===== src/rtl/uart_pkg.sv =====
`default_nettype none
// ============================================================================
// Module      : uart_pkg
// Description : Shared UART definitions: frame width, controller state
//               encoding and the parity helper used by both RX and TX.
// Revision    : 1.0 - initial release
// ============================================================================
package uart_pkg;

  // Data bits carried by one frame (start/parity/stop excluded)
  localparam int FRAME_DATA_BITS = 8;

  // Controller state encoding, shared with the TX controller
  typedef logic [2:0] uart_state_t;

  localparam uart_state_t ST_IDLE      = 3'd0;
  localparam uart_state_t ST_START     = 3'd1;
  localparam uart_state_t ST_DATA      = 3'd2;
  localparam uart_state_t ST_PARITY    = 3'd3;
  localparam uart_state_t ST_STOP      = 3'd4;
  localparam uart_state_t ST_WAIT_IDLE = 3'd5;

  // Parity bit for a data byte: even -> XOR of bits, odd -> XNOR of bits
  function automatic logic parity_calc(input logic [FRAME_DATA_BITS-1:0] data,
                                       input logic                       odd);
    return odd ? ~^data : ^data;
  endfunction

endpackage
`default_nettype wire


===== src/rtl/uart_sync2.sv =====
`default_nettype none
// ============================================================================
// Module      : uart_sync2
// Description : Two-flop synchronizer for an asynchronous single-bit input.
//               Resets to RESET_VAL so an idle-high line reads idle at once.
// Revision    : 1.0 - initial release
// ============================================================================
module uart_sync2 #(
  parameter logic RESET_VAL = 1'b1
) (
  input  logic reg_clk,
  input  logic reg_rst_n,
  input  logic async_in,
  output logic sync_out
);

  logic r_meta;

  // Two back-to-back flops; the first may go metastable, the second settles
  always_ff @(posedge reg_clk or negedge reg_rst_n) begin
    if (!reg_rst_n) begin
      r_meta   <= RESET_VAL;
      sync_out <= RESET_VAL;
    end else begin
      r_meta   <= async_in;
      sync_out <= r_meta;
    end
  end

endmodule
`default_nettype wire


===== src/rtl/uart_rx_sipo.sv =====
`default_nettype none
// ============================================================================
// Module      : uart_rx_sipo
// Description : UART receiver. Oversamples the serial line, recovers
//               start/8 data/parity/stop frames, checks parity and stop, and
//               hands each byte to the host through a valid/ready register.
// Revision    : 1.0 - initial release
// ============================================================================
module uart_rx_sipo
  import uart_pkg::*;
#(
  parameter int CLKS_PER_BIT = 16,
  parameter bit PARITY_ODD   = 1'b0
) (
  input  logic                       reg_clk,
  input  logic                       reg_rst_n,
  input  logic                       serial_in,
  input  logic                       rx_ready,
  output logic [FRAME_DATA_BITS-1:0] rx_data,
  output logic                       rx_valid,
  output logic                       parity_err,
  output logic                       frame_err,
  output logic                       overrun_err,
  output logic                       rx_busy
);

  localparam int HALF   = CLKS_PER_BIT / 2;
  localparam int TICK_W = $clog2(CLKS_PER_BIT);

  localparam logic [TICK_W-1:0] c_tick_last = TICK_W'(CLKS_PER_BIT - 1);
  localparam logic [TICK_W-1:0] c_tick_half = TICK_W'(HALF - 1);

  logic                       w_rx_s;
  uart_state_t                r_state;
  logic [TICK_W-1:0]          r_tick_cnt;
  logic [2:0]                 r_bit_idx;
  logic [FRAME_DATA_BITS-1:0] r_shift_reg;
  logic                       r_par_bit;
  logic                       r_stop_sample;
  logic                       r_commit;

  uart_sync2 #(
    .RESET_VAL (1'b1)
  ) u_sync (
    .reg_clk   (reg_clk),
    .reg_rst_n (reg_rst_n),
    .async_in  (serial_in),
    .sync_out  (w_rx_s)
  );

  // Frame recovery: bit timing, serial-to-parallel shift, stop-bit commit pulse
  always_ff @(posedge reg_clk or negedge reg_rst_n) begin
    if (!reg_rst_n) begin
      r_state       <= ST_IDLE;
      r_tick_cnt    <= '0;
      r_bit_idx     <= '0;
      r_shift_reg   <= '0;
      r_par_bit     <= 1'b0;
      r_stop_sample <= 1'b0;
      r_commit      <= 1'b0;
    end else begin
      r_commit <= 1'b0;
      case (r_state)
        ST_IDLE: begin
          if (!w_rx_s) begin
            r_state    <= ST_START;
            r_tick_cnt <= '0;
          end
        end
        ST_START: begin
          if (r_tick_cnt == c_tick_half) begin
            r_tick_cnt <= '0;
            if (w_rx_s) begin
              r_state <= ST_IDLE;
            end else begin
              r_state   <= ST_DATA;
              r_bit_idx <= '0;
            end
          end else begin
            r_tick_cnt <= r_tick_cnt + 1'b1;
          end
        end
        ST_DATA: begin
          if (r_tick_cnt == c_tick_last) begin
            r_tick_cnt             <= '0;
            r_shift_reg[r_bit_idx] <= w_rx_s;
            r_bit_idx              <= r_bit_idx + 1'b1;
            if (r_bit_idx == 3'd7) begin
              r_state <= ST_PARITY;
            end
          end else begin
            r_tick_cnt <= r_tick_cnt + 1'b1;
          end
        end
        ST_PARITY: begin
          if (r_tick_cnt == c_tick_last) begin
            r_tick_cnt <= '0;
            r_par_bit  <= w_rx_s;
            r_state    <= ST_STOP;
          end else begin
            r_tick_cnt <= r_tick_cnt + 1'b1;
          end
        end
        ST_STOP: begin
          // The cycle after the stop sample is the commit cycle
          if (r_commit) begin
            r_state <= r_stop_sample ? ST_IDLE : ST_WAIT_IDLE;
          end else if (r_tick_cnt == c_tick_last) begin
            r_tick_cnt    <= '0;
            r_stop_sample <= w_rx_s;
            r_commit      <= 1'b1;
          end else begin
            r_tick_cnt <= r_tick_cnt + 1'b1;
          end
        end
        ST_WAIT_IDLE: begin
          // A held-low line (break) must not look like a new start bit
          if (w_rx_s) begin
            r_state <= ST_IDLE;
          end
        end
        default: begin
          r_state <= ST_IDLE;
        end
      endcase
    end
  end

  // Holding register: load on commit when free or being drained, else flag overrun
  always_ff @(posedge reg_clk or negedge reg_rst_n) begin
    if (!reg_rst_n) begin
      rx_data     <= '0;
      rx_valid    <= 1'b0;
      parity_err  <= 1'b0;
      frame_err   <= 1'b0;
      overrun_err <= 1'b0;
    end else begin
      if (rx_valid && rx_ready) begin
        rx_valid <= 1'b0;
      end
      if (r_commit) begin
        if (!rx_valid || rx_ready) begin
          rx_data    <= r_shift_reg;
          rx_valid   <= 1'b1;
          parity_err <= (r_par_bit != parity_calc(r_shift_reg, PARITY_ODD));
          frame_err  <= ~r_stop_sample;
        end else begin
          overrun_err <= 1'b1;
        end
      end
    end
  end

  assign rx_busy = (r_state != ST_IDLE);

endmodule
`default_nettype wire


===== config.mk =====
export PLATFORM = sky130hd
export DESIGN_NAME = uart_rx_sipo
export DESIGN_NICKNAME = d
export VERILOG_FILES = /design/src/rtl/uart_pkg.sv /design/src/rtl/uart_sync2.sv /design/src/rtl/uart_rx_sipo.sv
export SDC_FILE = /design/constraint.sdc
export NUM_CORES = 1
export LEC_CHECK = 0
export ABC_CLOCK_PERIOD_IN_PS = 1950
export CAP_MARGIN = 30
export CELL_PAD_IN_SITES_DETAIL_PLACEMENT = 2
export CELL_PAD_IN_SITES_GLOBAL_PLACEMENT = 2
export CORE_UTILIZATION = 30
export DETAILED_ROUTE_END_ITERATION = 6
export PLACE_DENSITY = 0.65
export SLEW_MARGIN = 10
export SYNTH_ARGS = -nofsm -noshare
export SYNTH_HDL_FRONTEND = slang
export SYNTH_SLANG_ARGS = --single-unit

===== constraint.sdc =====
create_clock -name reg_clk -period 1.95 [get_ports reg_clk]
set_input_delay 0.195 -clock reg_clk [delete_from_list [all_inputs] [get_ports reg_clk]]
set_output_delay 0.195 -clock reg_clk [all_outputs]
set_load 0.02 [all_outputs]

# == Yosys cells after proc, flatten, opt, wreduce, memory -nomap -nowiden ==
# Index checks and enable logic that the tools add are counted.
# Widths: inputs -> output; s select.
# word_totals
register_bits,35
latchBits,0
ram_bits,0
mem_bits_ro,0
output_inout_bits,13
elab_cells,85
n_memories,0
# op_classes
n_addsub,2
n_mul,0
div_mod_pow,0
order_cmp,2
eq_ne,18
shift,0
muxes,28
bitwise_logic,3
n_reduce_logical,18
# op_table
operator,count
$mux 3,11
$pmux 3 s6,1
$mux 4,4
$ne 2x2->1 const B,8
$pmux 4 s4,1
$eq 3x3->1 const B,3
$bwmux 8,1
$reduce_and 2->1,4
$reduce_xor 8->1,1
$mux 1,7
$reduce_and 7->1,1
$eq 3x2->1 const B,2
$pmux 3 s2,1
$reduce_and 3->1,2
$add 4x1->4 const B,1
$eq 4x3->1 const B,1
$eq 4x4->1 const B,1
$lt 3x4->1 const B,1
$reduce_and 4->1,1
$reduce_bool 4->1,1
$add 3x1->3 const B,1
$demux 1 s3,1
$eq 3x1->1 const B,1
$ge 3x1->1 const B,1
11 further kinds,14

# == Depth between registers and ports, before layout ==
# Gate-level depths: netlist of the first run.
# logic_depth
depth_word,5
mapped_depth,6
depth_no_buf,5

# == Modules after synthesis ==
# Synthesis of the first run repeated with hierarchy kept, for this count alone.
# hier_totals
hier_cells,149
area_unflattened_um2,1717.9
# by_module_without_submodules
module,n_inst,cells_per_inst,area_per_inst_um2,seq_area_each_um2
uart_rx_sipo,1,147,1665.3,825.8
uart_sync2,1,2,52.6,52.6

# == Worst setup path after synthesis of the first run ==
# No wires, ideal clock.
# synth_timing
kind,flip-flop to flip-flop
start,register r_tick_cnt[0]
end,register r_shift_reg[5]
setup_ps,125
t_arrival_ps,1523
t_required_ps,1825
slack_ps,302
stages_incl_launch_ff,7
n_path_buf,1
period_less_slack_ps,1648
cell_sequence,dfrtp_1 > ha_1 > and3b_2 > and2_2 > buf_6 > nand4b_1 > mux2_2
# synth_via
elab_chain_len,2
# synth_lines
element,line_no,rtl
start: declaration,uart_rx_sipo.sv:35,logic [TICK_W-1:0] r_tick_cnt;
start signal: assignment,uart_rx_sipo.sv:80,r_tick_cnt <= r_tick_cnt + 1'b1;
start signal: assignment,uart_rx_sipo.sv:92,r_tick_cnt <= r_tick_cnt + 1'b1;
start signal: assignment,uart_rx_sipo.sv:101,r_tick_cnt <= r_tick_cnt + 1'b1;
$eq 4x4->1,uart_rx_sipo.sv:84,if (r_tick_cnt == c_tick_last) begin
$reduce_and 2->1 (no source line),-,
end signal: indexed assignment,uart_rx_sipo.sv:86,r_shift_reg[r_bit_idx] <= w_rx_s;
end: declaration,uart_rx_sipo.sv:37,logic [FRAME_DATA_BITS-1:0] r_shift_reg;
# No other way between the ends.
# A chain may end at the register's enable or synchronous reset.

# == Worst setup path after layout of the first run ==
# layout_timing
start,register r_state[2]
end,output port rx_busy
# layout_via
elab_chain_len,1
# layout_lines
element,line_no,rtl
start: declaration,uart_rx_sipo.sv:34,uart_state_t r_state;
start signal: assignment,uart_rx_sipo.sv:107,r_state <= r_stop_sample ? ST_IDLE : ST_WAIT_IDLE;
$reduce_bool 3->1,uart_rx_sipo.sv:154,assign rx_busy = (r_state != ST_IDLE);
end: declaration,uart_rx_sipo.sv:24,output logic rx_busy
# No other way between the ends.

==> metrics.txt, run 1 <==
Resized Gates After CTS 0; final HPWL from detailed placement 2.62 mm; Synth Register Bits 35; Syn-to-layout area delta 18.0%; Post-route DRC 0; Post-synth top flop dfrtp_1; die area 0.00611 sq mm; antenna violations before repair 0; max_cap viols 0; I/O pins 17; register area share after synthesis 0.505; Antenna diodes 0; Total Wirelength 3.58 mm; final hold vios 0; Post-CTS Hold Fix Bufs 0; gate count of the mapped netlist 147; R2R Setup Slk 0.17 ns; WL met2 1.86 mm; leakage 0.928 nW; Post-synth ARST share 1.00; cell accounting for the most synthesized area dfrtp_1; number of global-route vias before repair 1299; via/cell ratio 4.99; Placeable Area 0.00554 sq mm; port buffer count 16; Nets 171; WP data arrival 1.63 ns; Iter 0 DRT Violations 33; post-synth top area share 0.475; met1 wire length 1.53 mm; Syn Std Cell Area 0.00174 sq mm; Yosys warning total 0; Root Buffer clkbuf_8; status finished, final reports clean; hold crit path type input port to flip-flop; via count 1182; RSZ-0062 raised after global routing no; Peak VDD IR 0.000271 V; clock slew at reported path FFs 0.07 ns; Fmax achieved 0.549 GHz; Final ANT Viol Nets 0; minimum clock period 1.82 ns; metal3 WL 125 microns; fin util 0.370; post-DR wirelength/cell 15.1 microns; Synthesized Nets 154; total gr overflow 0; Clock Latency Late Sink 0.28 ns; Final Slew Violations 0; synth cell count leaders 33 x dfrtp_1, 18 x mux2_2, 11 x nand2_1; EDFF count, synth 0; global-route wire length before repair 6.28 mm; Worst Skew 0.00499 ns; Die Y 78.1 microns; fin crit share 0.935; worst path required time 1.75 ns; GP Congestion 0.693; Synth Area per Inst 11.8 sq um; count leader, synth dfrtp_1; DR top layer met4; Clock Sinks 35; TritonCTS buffer count 5; crit start category flip-flop; TritonCTS clock tree done; die width 78.1 microns; pwr dens 1010 mW/mm^2; Slew HR 0.676; share of cells above drive strength 1 0.242; kind of critical path flip-flop to output pin; overall routing resource usage 0.135; H-tree levels 2; measured slew at the worst slew-check pin 0.485 ns; # rows 27; Starting Density 0.314; largest cells by area after synthesis dfrtp_1 47%, mux2_2 12%, dfstp_2 3.0%; CP endpoint kind output pin; Fin Setup TNS 0 ns; Cell variety after synth 44; worst-case clock buffer depth 2; CP max FO 8; Pre-antenna DRT Iters 3; Post-CTS Repair Setup Buffers 0; largest net degree at the start of global routing 36; # setup viols final 0
area by class of cell:
| type | count | area, sq um |
|---|---|---|
| fill | 600 | 3490 |
| sequential | 35 | 878 |
| timing repair buffer | 20 | 190 |
| tap | 72 | 90.1 |
| clock buffer | 8 | 100 |
| multi-input combinational | 96 | 771 |
| inverter | 6 | 22.5 |
cells in the final DEF, fill, tap and decap left out, types with 2 or more instances in the layout:
master,n
nor2_1,7
inv_1,6
nand2_1,11
mux2_2,18
nand4_1,3
nand3_1,4
nand4b_1,2
dfstp_2,2
dfrtp_1,33
a21oi_1,2
xor2_1,3
o21bai_1,3
clkdlybuf4s50_1,16
clkbuf_8,7
o21ai_0,7
nor3_1,2
ha_1,3
xnor2_1,5
nor4b_2,2
buf_4,4
a22o_1,2
final timing paths:
check                                    from              end  cells after the start
worst max-delay path               r_state[2]          rx_busy                      3
worst min-delay path                serial_in    u_sync.r_meta                      1
worst max register to register  r_tick_cnt[0]   r_shift_reg[1]                      5
worst min register to register  u_sync.r_meta  u_sync.sync_out                      0
max in group asynchronous           reg_rst_n    u_sync.r_meta                      2
min in group asynchronous           reg_rst_n    r_stop_sample                      2
critical path, cell delays in order, from the launching register on:
cell and delay (ns):
dfrtp_1 0.50, inv_1 0.15, nand2_1 0.09, clkdlybuf4s50_1 0.60
per-layer routing:
metal,GRT usage,up-vias
li1,-,550
met1,0.159,609
met2,0.231,16
met3,0.0372,7
met4,0.0556,0
met5,0,-
logic make-up (layout without fill, tap and decap cells):
family,Yosys count,in the layout,share of synthesized area
flip-flops,35,35,0.505
AO/OA/AOI/OAI,22,22,0.0971
AND/OR/NAND/NOR,43,43,0.149
adder cells (fa/ha/maj),3,3,0.0216
XOR/XNOR,9,9,0.0532
multiplexers,19,19,0.122
buffers and inverters,16,34,0.0518
per-stage QoR:
stage	hold slack, ns	worst slack (ns)	std cells	power, mW	instance area [sq um]
after global placement	0.346	0.288	229	1.46	1950
after CTS	0.302	0.0947	237	2.11	2050
final	0.312	0.128	237	2.06	2050
after detailed placement	0.351	0.156	229	1.51	1950
after global routing	0.307	0.0214	237	2.21	2050
after floorplan	-0.101	0.302	147	1.35	1740
report_power, final:
group	total [mW]	switching, mW	internal [mW]
Sequential	0.947	0.130	0.817
Clock	0.580	0.258	0.322
Combinational	0.537	0.267	0.270
Total	2.06	0.654	1.41
Power figures use the tool's default switching activity.
==> run 2: changes to the inputs <==
--- a/config.mk
+++ b/config.mk
@@ -9,9 +9,9 @@
 export CAP_MARGIN = 30
 export CELL_PAD_IN_SITES_DETAIL_PLACEMENT = 2
 export CELL_PAD_IN_SITES_GLOBAL_PLACEMENT = 2
-export CORE_UTILIZATION = 30
+export CORE_UTILIZATION = 29
 export DETAILED_ROUTE_END_ITERATION = 6
-export PLACE_DENSITY = 0.65
+export PLACE_DENSITY = 0.64
 export SLEW_MARGIN = 10
 export SYNTH_ARGS = -nofsm -noshare
 export SYNTH_HDL_FRONTEND = slang
==> metrics.txt, run 2 (synthesized netlist as in run 1, its figures left out) <==
GP Congestion 0.702; WP data arrival 1.64 ns; CP max stage cell clkdlybuf4s50_1; Post-CTS Repair Setup Buffers 0; worst-path cell chain inv_1, nand2_1, clkdlybuf4s50_1; die area 0.00631 sq mm; Post-CTS Hold Fix Bufs 0; Antenna diodes 0; leakage 0.938 nW; most frequent cells in the layout 33 x dfrtp_1, 18 x mux2_2, 16 x clkdlybuf4s50_1; Die Y 79.4 microns; Fin Setup TNS 0 ns; worst-case clock buffer depth 2; Final Slew Violations 0; die width 79.4 microns; pwr dens 1050 mW/mm^2; crit-path max cell delay 0.60 ns; final HPWL from detailed placement 2.69 mm; Pre-antenna DRT Iters 4; Resized Gates After CTS 0; hold crit path type input port to asynchronous set/reset pin; Iter 0 DRT Violations 72; Post-route DRC 0; placed insts 229; CP max FO 8; TritonCTS buffer count 5; Slew HR 0.690; total gr overflow 0; post-DR wirelength/cell 16.4 microns; Hold WS 0.320 ns; # rows 27; antenna violations before repair 0; Setup WS post-layout 0.117 ns; Clock Latency Late Sink 0.29 ns; share of cells above drive strength 1 0.248; Syn-to-layout area delta 19.0%; Placeable Area 0.00564 sq mm; I/O pins 17; FF/Latch Area 878 sq um; RSZ-0062 raised after global routing no; Peak VDD IR 0.000316 V; measured slew at the worst slew-check pin 0.461 ns; R2R Setup Slk 0.17 ns; most common cell after layout, fill and taps aside dfrtp_1; kind of critical path flip-flop to output pin; largest net degree at the start of global routing 36; Final ANT Viol Nets 0; via/cell ratio 4.95; status finished, final reports clean; pre-CTS setup slack 0.162 ns; global-route wire length before repair 6.82 mm; number of global-route vias before repair 1345; final hold vios 0; port buffer count 16; TritonCTS clock tree done; Fillers 596; Starting Density 0.308; crit start category flip-flop; H-tree levels 2; worst path required time 1.75 ns; clock slew at reported path FFs 0.08 ns; area of the multi-input gates 771 sq um; Worst Skew 0.0123 ns; Total Wirelength 3.89 mm; via count 1174; Cell Count, Final, Fillers Out 237; Fmax achieved 0.545 GHz; Clock Sinks 35; overall routing resource usage 0.144; # setup viols final 0; CP endpoint kind output pin; Nets 171; fin crit share 0.940; max_cap viols 0; Root Buffer clkbuf_8; minimum clock period 1.83 ns
run 2: area by class of cell:
class / instances / area share
clock buffer: 6 / 0.0399
clock inverter: 2 / 0.0169
inverter: 6 / 0.0109
multi-input combinational: 96 / 0.372
sequential: 35 / 0.424
tap: 72 / 0.0435
timing repair buffer: 20 / 0.0919
run 2: through the flow:
stage          area (sq um)  utilization  total power, mW
3_5_place_dp           1950        0.346             1.52
5_1_grt                2070        0.367             2.33
2_1_floorplan          1740            -             1.35
4_1_cts                2070        0.367             2.22
6_report               2070        0.367             2.18
3_3_place_gp           1950        0.346             1.46
run 2: path summary, 6_finish.rpt:
check / from / cells after the start / to
worst min-delay path: reg_rst_n / 2 / r_tick_cnt[3]
worst min register to register: u_sync.r_meta / 0 / u_sync.sync_out
max in group asynchronous: reg_rst_n / 2 / u_sync.sync_out
worst max register to register: r_tick_cnt[0] / 5 / r_shift_reg[1]
min in group reg_clk: serial_in / 1 / u_sync.r_meta
worst max-delay path: r_state[2] / 3 / rx_busy
run 2: metal layers:
| layer | routed length [microns] | GRT usage | vias to the layer above |
|---|---|---|---|
| met5 | 0 | 0 | - |
| li1 | - | - | 551 |
| met1 | 1670 | 0.165 | 601 |
| met2 | 2050 | 0.257 | 16 |
| met3 | 111 | 0.0354 | 6 |
| met4 | 50 | 0.0545 | 0 |
run 2: worst max-delay path, delay by kind of cell (launching register included):
family                 cells  cell delay (ns)
buffers and inverters      2             0.76
DFF                        1             0.51
and+or+nand+nor            1             0.08
run 2: power by group:
group	leakage [nW]	internal (mW)	switching (mW)
sequential	0.468	0.817	0.134
combinational	0.409	0.271	0.281
clock	0.0612	0.414	0.266
total	0.938	1.50	0.681
